==> config.mk <==
export PLATFORM = sky130hd
export DESIGN_NAME = seg7_decoder_monitor
export DESIGN_NICKNAME = d
export VERILOG_FILES = /design/src/rtl/seg7_decoder_monitor.sv
export SDC_FILE = /design/constraint.sdc
export NUM_CORES = 1
export LEC_CHECK = 0
export ABC_AREA = 1
export CAP_MARGIN = 20
export CORE_ASPECT_RATIO = 0.6
export CORE_UTILIZATION = 50
export DETAILED_ROUTE_END_ITERATION = 7
export DONT_BUFFER_PORTS = 1
export PLACE_DENSITY = 0.69
export SYNTH_ARGS = -nofsm -noshare
export SYNTH_HDL_FRONTEND = slang
export SYNTH_SLANG_ARGS = --single-unit
==> constraint.sdc <==
create_clock -name clock -period 4.3 [get_ports clock]
set_input_delay 1.29 -clock clock [delete_from_list [all_inputs] [get_ports clock]]
set_output_delay 1.29 -clock clock [all_outputs]
set_load 0.05 [all_outputs]
==> src/rtl/seg7_decoder_monitor.sv <==
// seg7_decoder_monitor
//
// Watches an asynchronous, active-low 7-segment bus and recovers the hex digit
// shown on it. The bus is synchronized, debounced over STABLE_CYCLES clocks,
// decoded, checked against a counting sequence, and handed to a consumer
// through a valid/ready register.
//
// Ports:
//   clock        system clock, rising-edge active
//   reset        asynchronous active-low reset
//   seg_in[6:0]  active-low segment pattern (bit0 = a ... bit6 = g), async
//   value[3:0]   last accepted valid digit
//   value_valid  value holds a digit not yet transferred
//   value_ready  consumer takes value this cycle (ignored while !value_valid)
//   bad_code     one-cycle pulse: accepted pattern is not a hex digit
//   seq_error    one-cycle pulse: accepted digit breaks the count sequence
//   overrun      sticky: an untransferred digit was overwritten
//   err_count    saturating count of error events
//   clear_err    synchronous clear of err_count and overrun
module seg7_decoder_monitor #(
    parameter int unsigned STABLE_CYCLES = 4
) (
    input  logic       clock,
    input  logic       reset,
    input  logic [6:0] seg_in,
    output logic [3:0] value,
    output logic       value_valid,
    input  logic       value_ready,
    output logic       bad_code,
    output logic       seq_error,
    output logic       overrun,
    output logic [7:0] err_count,
    input  logic       clear_err
);

    localparam logic [6:0] SEG_ZERO = 7'h40;
    localparam logic [7:0] CNT_MAX  = 8'(STABLE_CYCLES - 1);

    logic [6:0] sync1_q, sync2_q;
    logic [6:0] cand_q, cand_d;
    logic [7:0] cnt_q, cnt_d;
    logic [6:0] last_q, last_d;
    logic [3:0] prev_q, prev_d;
    logic [3:0] value_q, value_d;
    logic       valid_q, valid_d;
    logic       bad_q, bad_d;
    logic       seq_q, seq_d;
    logic       ovr_q, ovr_d;
    logic [7:0] err_q, err_d;

    logic       accept;
    logic       dec_ok;
    logic [3:0] dec_digit;
    logic       ovr_set;
    logic [1:0] err_inc;
    logic [8:0] err_sum;

    // Pattern-to-digit table; anything not listed is a bad code.
    always_comb begin
        dec_ok    = 1'b1;
        dec_digit = 4'h0;
        unique case (cand_q)
            7'h40: dec_digit = 4'h0;
            7'h79: dec_digit = 4'h1;
            7'h24: dec_digit = 4'h2;
            7'h30: dec_digit = 4'h3;
            7'h19: dec_digit = 4'h4;
            7'h12: dec_digit = 4'h5;
            7'h02: dec_digit = 4'h6;
            7'h78: dec_digit = 4'h7;
            7'h00: dec_digit = 4'h8;
            7'h10: dec_digit = 4'h9;
            7'h08: dec_digit = 4'hA;
            7'h03: dec_digit = 4'hB;
            7'h46: dec_digit = 4'hC;
            7'h21: dec_digit = 4'hD;
            7'h06: dec_digit = 4'hE;
            7'h0E: dec_digit = 4'hF;
            default: dec_ok = 1'b0;
        endcase
    end

    // Debounce: the counter saturates, so comparing against last_accepted is
    // what keeps a held pattern from being accepted again every cycle.
    assign accept = (sync2_q == cand_q) && (cnt_q == CNT_MAX) && (cand_q != last_q);

    always_comb begin
        cand_d  = cand_q;
        cnt_d   = cnt_q;
        last_d  = last_q;
        prev_d  = prev_q;
        value_d = value_q;
        valid_d = valid_q;
        bad_d   = 1'b0;
        seq_d   = 1'b0;
        ovr_set = 1'b0;

        if (sync2_q != cand_q) begin
            cand_d = sync2_q;
            cnt_d  = 8'd0;
        end else if (cnt_q != CNT_MAX) begin
            cnt_d = cnt_q + 8'd1;
        end

        // A transfer clears valid; a valid accept below may set it again.
        if (valid_q && value_ready) begin
            valid_d = 1'b0;
        end

        if (accept) begin
            last_d = cand_q;
            if (!dec_ok) begin
                bad_d = 1'b1;
            end else begin
                // Digit 0 restarts the count, so it is never a sequence error.
                seq_d   = (dec_digit != 4'(prev_q + 4'd1)) && (dec_digit != 4'h0);
                ovr_set = valid_q && !value_ready;
                value_d = dec_digit;
                valid_d = 1'b1;
                prev_d  = dec_digit;
            end
        end

        ovr_d   = (clear_err ? 1'b0 : ovr_q) | ovr_set;
        err_inc = 2'({1'b0, bad_d} + {1'b0, seq_d} + {1'b0, ovr_set});
        err_sum = {1'b0, (clear_err ? 8'd0 : err_q)} + {7'd0, err_inc};
        err_d   = err_sum[8] ? 8'hFF : err_sum[7:0];
    end

    always_ff @(posedge clock or negedge reset) begin
        if (!reset) begin
            sync1_q <= SEG_ZERO;
            sync2_q <= SEG_ZERO;
            cand_q  <= SEG_ZERO;
            cnt_q   <= 8'd0;
            last_q  <= SEG_ZERO;
            prev_q  <= 4'h0;
            value_q <= 4'h0;
            valid_q <= 1'b0;
            bad_q   <= 1'b0;
            seq_q   <= 1'b0;
            ovr_q   <= 1'b0;
            err_q   <= 8'd0;
        end else begin
            sync1_q <= seg_in;
            sync2_q <= sync1_q;
            cand_q  <= cand_d;
            cnt_q   <= cnt_d;
            last_q  <= last_d;
            prev_q  <= prev_d;
            value_q <= value_d;
            valid_q <= valid_d;
            bad_q   <= bad_d;
            seq_q   <= seq_d;
            ovr_q   <= ovr_d;
            err_q   <= err_d;
        end
    end

    assign value       = value_q;
    assign value_valid = valid_q;
    assign bad_code    = bad_q;
    assign seq_error   = seq_q;
    assign overrun     = ovr_q;
    assign err_count   = err_q;

endmodule

# After elaboration in Yosys (flattened, before gate mapping)
# Index checks and enable logic that the tools add are counted.
# totals
regBits	52
inputBits	11
output_inout_bits	16
elab_cells	65
# op_classes
add_sub_neg	5
n_eq_ne	21
mux	16
bitwise_logic	1
n_reduce_logical	11
# op_table
cell	count
4-bit case mux with 15 select lines	1
8-bit two-way mux	4
7-bit == test, second input constant	4
7-bit by 5-bit == test with 1-bit output, second input constant	3
7-bit by 6-bit == test with 1-bit output, second input constant	3
16-bit OR reduction	1
7-bit by 2-bit == test with 1-bit output, second input constant	2
7-bit by 4-bit == test with 1-bit output, second input constant	2
7-bit != test	2
1-bit two-way mux	11
8-bit by 2-bit adder with 9-bit output	1
8-bit by 1-bit adder with 8-bit output, second input constant	1
8-bit by 2-bit == test with 1-bit output, second input constant	1
8-bit by 2-bit != test with 1-bit output, second input constant	1
7-bit by 3-bit == test with 1-bit output, second input constant	1
7-bit == test	1
7-bit zero test	1
1-bit logical AND	5
4-bit by 1-bit adder with 4-bit output, second input constant	1
4-bit != test	1
4-bit nonzero test	1
1-bit by 1-bit adder with 2-bit output	1
2-bit by 1-bit adder with 2-bit output	1
2-bit AND reduction	1
3 further kinds	3

# Longest topological paths before layout
# logic_depth
ltp_word	10
ltp_mapped	23
mapped_depth_nobuf	22

# Least setup slack after synthesis
# Ideal clock, no wire load.
# synth_path
kind	input-to-reg
start	input clear_err
end	register err_q[3] (netlist: err_count[3])
setup_ns	0.088
arrival_time_ns	3.352
required_ns	4.212
setup_slack_ns	0.859
path_stages	12
n_path_buf	0
cell_sequence	clkinv_1 -> nand2_1 -> fa_1 -> inv_1 -> ha_1 -> inv_1 -> fa_1 -> nor3_2 -> nand2_1 -> nor2_1 -> nand4_2 -> o211ai_1
# synth_via
elab_chain_cells	3
# synth_rtl
item	line_no	rtl
start, declared	33	input logic clear_err
8-bit two-way mux	126	err_sum = {1'b0, (clear_err ? 8'd0 : err_q)} + {7'd0, err_inc};
8-bit by 2-bit adder with 9-bit output	126	
8-bit two-way mux	127	err_d = err_sum[8] ? 8'hFF : err_sum[7:0];
named net err_d[3]	49	logic [7:0] err_q, err_d;
end signal, assigned	156	err_q <= err_d;
end, declared	49	
# The timed path passes the listed nets, and every way through them passes these cells.
# A chain may end at the register's enable or synchronous reset.

# Final worst setup path
# layout_path
start	register cnt_q[0]
end	register err_q[7] (netlist: err_count[7])
# layout_via
elab_chain_cells	8
word_cells_on_any_way	10
classes_between	add/sub: 3; eq/ne: 1; mux: 4; reduce/logical: 2
# layout_rtl
item	line_no	rtl
start, declared	41	logic [7:0] cnt_q, cnt_d;
start signal, assigned	148	cnt_q <= cnt_d;
8-bit by 2-bit == test with 1-bit output	85	assign accept = (sync2_q == cand_q) && (cnt_q == CNT_MAX) && (cand_q != last_q);
1-bit logical AND (2 in a row)	85	
1-bit two-way mux	110	if (accept) begin
named net bad_d	46	logic bad_q, bad_d;
1-bit by 1-bit adder with 2-bit output	125	err_inc = 2'({1'b0, bad_d} + {1'b0, seq_d} + {1'b0, ovr_set});
2-bit by 1-bit adder with 2-bit output	125	
8-bit by 2-bit adder with 9-bit output	126	
8-bit two-way mux	127	
named net err_d[7]	49	
# The timed path passes the listed nets, and every way through them passes these cells.

==> metrics.md <==
| Metric | Value |
|---|---|
| Outcome | completed |
| # DRC | 0 |
| Critical Path Sink | err_count[7]$_DFF_PN0_ |
| Clock transition at the registers of the reported paths | 0.09 ns |
| Worst Path Arrival | 4.13 ns |
| TritonCTS clock tree | yes |
| Sequential fraction of the synthesis area | 46.6% |
| Antenna Cells | 0 |
| Worst reg2reg endpoint | err_count[7]$_DFF_PN0_ |
| Worst Hold Class | reg2reg |
| Unique cell type count in the Yosys netlist | 34 |
| CTS sink count | 52 |
| Placeable Area | 5230 µm² |
| RSZ-0062 raised after global routing | false |
| M2 GR Usage | 24.1% |
| Most Frequent Cell on Critical Path | inv_1 |
| CTS buffer count | 5 |
| Register area | 1310 µm² |
| Port-buffer cells | 0 |
| Congestion Overflow GR | 0 |
| Vias | 2068 |
| YS warnings | 0 |
| CTS resizes | 0 |
| R2R setup slack | 0.39 ns |
| Final setup viols | 0 |
| P per Cell Area | 304 nW/µm² |
| Crit. Startpoint | cnt_q[0]$_DFFE_PN0P_ |
| Worst path slowest cell | fa_1 |
| Lkg Pwr | 1.51 nW |
| R2R depth | 18 |
| Worst path bufs/invs | 4 |
| Clk_lat worst skew | 0.31 ns |
| Top FF cell, synth | dfrtp_1 |
| Die Span X | 98.7 µm |
| Asr flop ratio synth | 100% |
| Post-synthesis register bit count | 52 |
| Met1 Usage GRT | 32.2% |
| FILL cells | 483 |
| Met3 usage | 5.61% |
| Post-CTS setup buffer count | 0 |
| GPL Wtd Cong | 0.889 |
| Min Tclk post-route | 3.91 ns |
| Mean Syn Cell Area | 8.10 µm² |
| Row count | 20 |
| Fmax | 0.256 GHz |
| Nets@finish | 358 |
| Post-synthesis instance total | 346 |
| Critical-path cell list | ha_1, nand2_1, nor3_4, nand3_4, nor2_4, inv_2, nor2_1, inv_1, fa_1, inv_1, ha_1, inv_1, fa_1, nor3_2, nand2_1, nor2_1, nand4_2, o21ai_0 |
| Clock Root Buffer | clkbuf_8 |
| Longest Clk Path Bufs | 2 |
| Post-Syn Area | 2800 µm² |
| Vias in the first global route | 1796 |
| Syn_nets | 363 |
| Number of DRC markers in iteration 0 | 139 |
| WL/cell | 12.7 µm |
| Routed Antenna Nets | 0 |
| Post-route insts no fill | 408 |
| Reg-to-Reg Start | cnt_q[0]$_DFFE_PN0P_ |
| Io pins | 27 |
| Ranking of synthesized cells by area | dfrtp_1, nand2_1, nor2_1, inv_1, dfstp_2 |
| Cell family with most CP delay | simple AND/OR/NAND/NOR gates |
| CP max FO | 9 |
| Final worst path period share | 90.9% |
| DP HPWL | 3.97 mm |
| # hold bufs at CTS | 0 |
| Initial antenna violation count | 0 |
| 1st-pass router iterations | 5 |
| H-Tree Depth | 2 |
| WS Path Type | reg2reg |
| Worst path required time | 4.52 ns |
| Delay of the slowest cell on the worst path | 0.47 ns |
| Post-synth top area cell | dfrtp_1 |
| Share of cells above drive strength 1 | 10.8% |
| Setup_tns | 0 ns |
| Final hold violation count | 0 |
| Commonest cells post-synth | nand2_1, dfrtp_1, nor2_1, inv_1, nand3_1 |
| First-pass GRT wire length | 8.70 mm |
| Post-synth EDFFs | 0 |
| Share of the synthesized area in the top cell type | 42.9% |
| Footprint of the multi-input gates | 1220 µm² |
| Routed Wire Length | 5.18 mm |
| GRT busiest layer | met1 |
| Worst Max-Slew Pin Slew | 0.600 ns |
| Top-count cell post-synth | nand2_1 |
| Fin. max-slew vios | 0 |
| Die area | 5920 µm² |
| Peak VDD IR | 0.180 mV |
| Pin count of the biggest net entering global routing | 53 |
| Max-slew headroom | 60.0% |
| Inst Count DP | 400 |
| P&R area growth vs syn | 3.84% |
| Max Cap Viol | 0 |
| Die Ht | 60.0 µm |
| Initial Utilization | 53.6% |
| Routed vias/inst | 5.07 |
| CP Capture Type | flop |
| GRT Total Usage | 19.9% |
| Clk_skew | 0.00772 ns |
| Critical Path Start Type | flop |
| Cell count along the critical path | 18 |
[placed cells by master, fill, tap and decap left out, drive strengths merged, types with 4 or more instances in the layout]
| master | count |
|---|---|
| nand2 | 100 |
| nor2 | 50 |
| dfrtp | 48 |
| inv | 46 |
| nand3 | 19 |
| o21ai | 12 |
| xnor2 | 10 |
| xor2 | 8 |
| a21oi | 8 |
| nor3 | 8 |
| clkbuf | 5 |
| nand4 | 5 |
| ha | 4 |
| dfstp | 4 |
[cell families after synthesis]
kind of cell             synth area share [%]
AO/OA/AOI/OAI                            4.06
adder cells (fa/ha/maj)                  3.21
AND/OR/NAND/NOR                          30.3
flip-flops                               46.6
buffers and inverters                    9.91
XOR/XNOR                                 5.89
[worst reg2reg max path, stage by stage, from the launching register on]
cell     delay [ns]
dfrtp_1        0.40
ha_1           0.21
nand2_1        0.10
nor3_4         0.33
nand3_4        0.17
nor2_4         0.19
inv_2          0.12
nor2_1         0.14
inv_1          0.07
fa_1           0.47
inv_1          0.06
ha_1           0.17
inv_1          0.06
fa_1           0.41
nor3_2         0.23
nand2_1        0.07
nor2_1         0.21
nand4_2        0.22
o21ai_0        0.18
[area by class of cell]
cell class	instances	share of cell area, %
Inverter	47	6.06
Clock buffer	5	2.36
Multi-Input combinational cell	233	41.9
Tap cell	66	2.84
Sequential cell	52	44.9
Clock inverter	3	1.46
Timing Repair Buffer	2	0.516
[sequential cells by signal, indices dropped and copies added, names as in the netlist, 4 cells and up]
name and flops:
cand_q 7, value 4, sync1_q 7, err_count 8, sync2_q 7, last_q 7, cnt_q 8
[through the flow]
step	worst slack (ns)	area, µm²	hold slack, ns	utilization [%]	total power, mW
after floorplan	0.859	2800	0.331	-	0.563
after global placement	0.505	2800	0.332	53.5	0.564
after detailed placement	0.382	2800	0.337	53.5	0.565
after CTS	0.384	2910	0.356	55.6	0.896
after global routing	0.0318	2910	0.350	55.6	0.927
final	0.393	2910	0.350	55.6	0.886
[how the worst min path moves through the flow]
stage / slack (ns) / start / to / cells after the start
floorplan: 0.33 / sync1_q[0]$_DFF_PN0_ / sync2_q[0]$_DFF_PN0_ / 0
global placement: 0.33 / sync1_q[4]$_DFF_PN0_ / sync2_q[4]$_DFF_PN0_ / 0
detailed placement: 0.34 / sync1_q[4]$_DFF_PN0_ / sync2_q[4]$_DFF_PN0_ / 0
CTS: 0.36 / sync1_q[4]$_DFF_PN0_ / sync2_q[4]$_DFF_PN0_ / 0
global route: 0.35 / sync1_q[4]$_DFF_PN0_ / sync2_q[4]$_DFF_PN0_ / 0
finish: 0.35 / sync1_q[4]$_DFF_PN0_ / sync2_q[4]$_DFF_PN0_ / 0
[report_power, final]
group,switching [mW],internal [mW],leakage [nW]
Sequential,0.0120,0.500,0.671
Clock,0.158,0.172,0.0541
Combinational,0.0278,0.0158,0.786
[layer usage]
layer  vias to the layer above  part of all wire [%]  wire length, µm
li1                       1050                     -                -
met1                       953                    54             2820
met2                        57                    37             1940
met3                         8                   6.7              348
met4                         0                   1.4               72
met5                         -                     0                0
(Power assumes the default switching activity.)
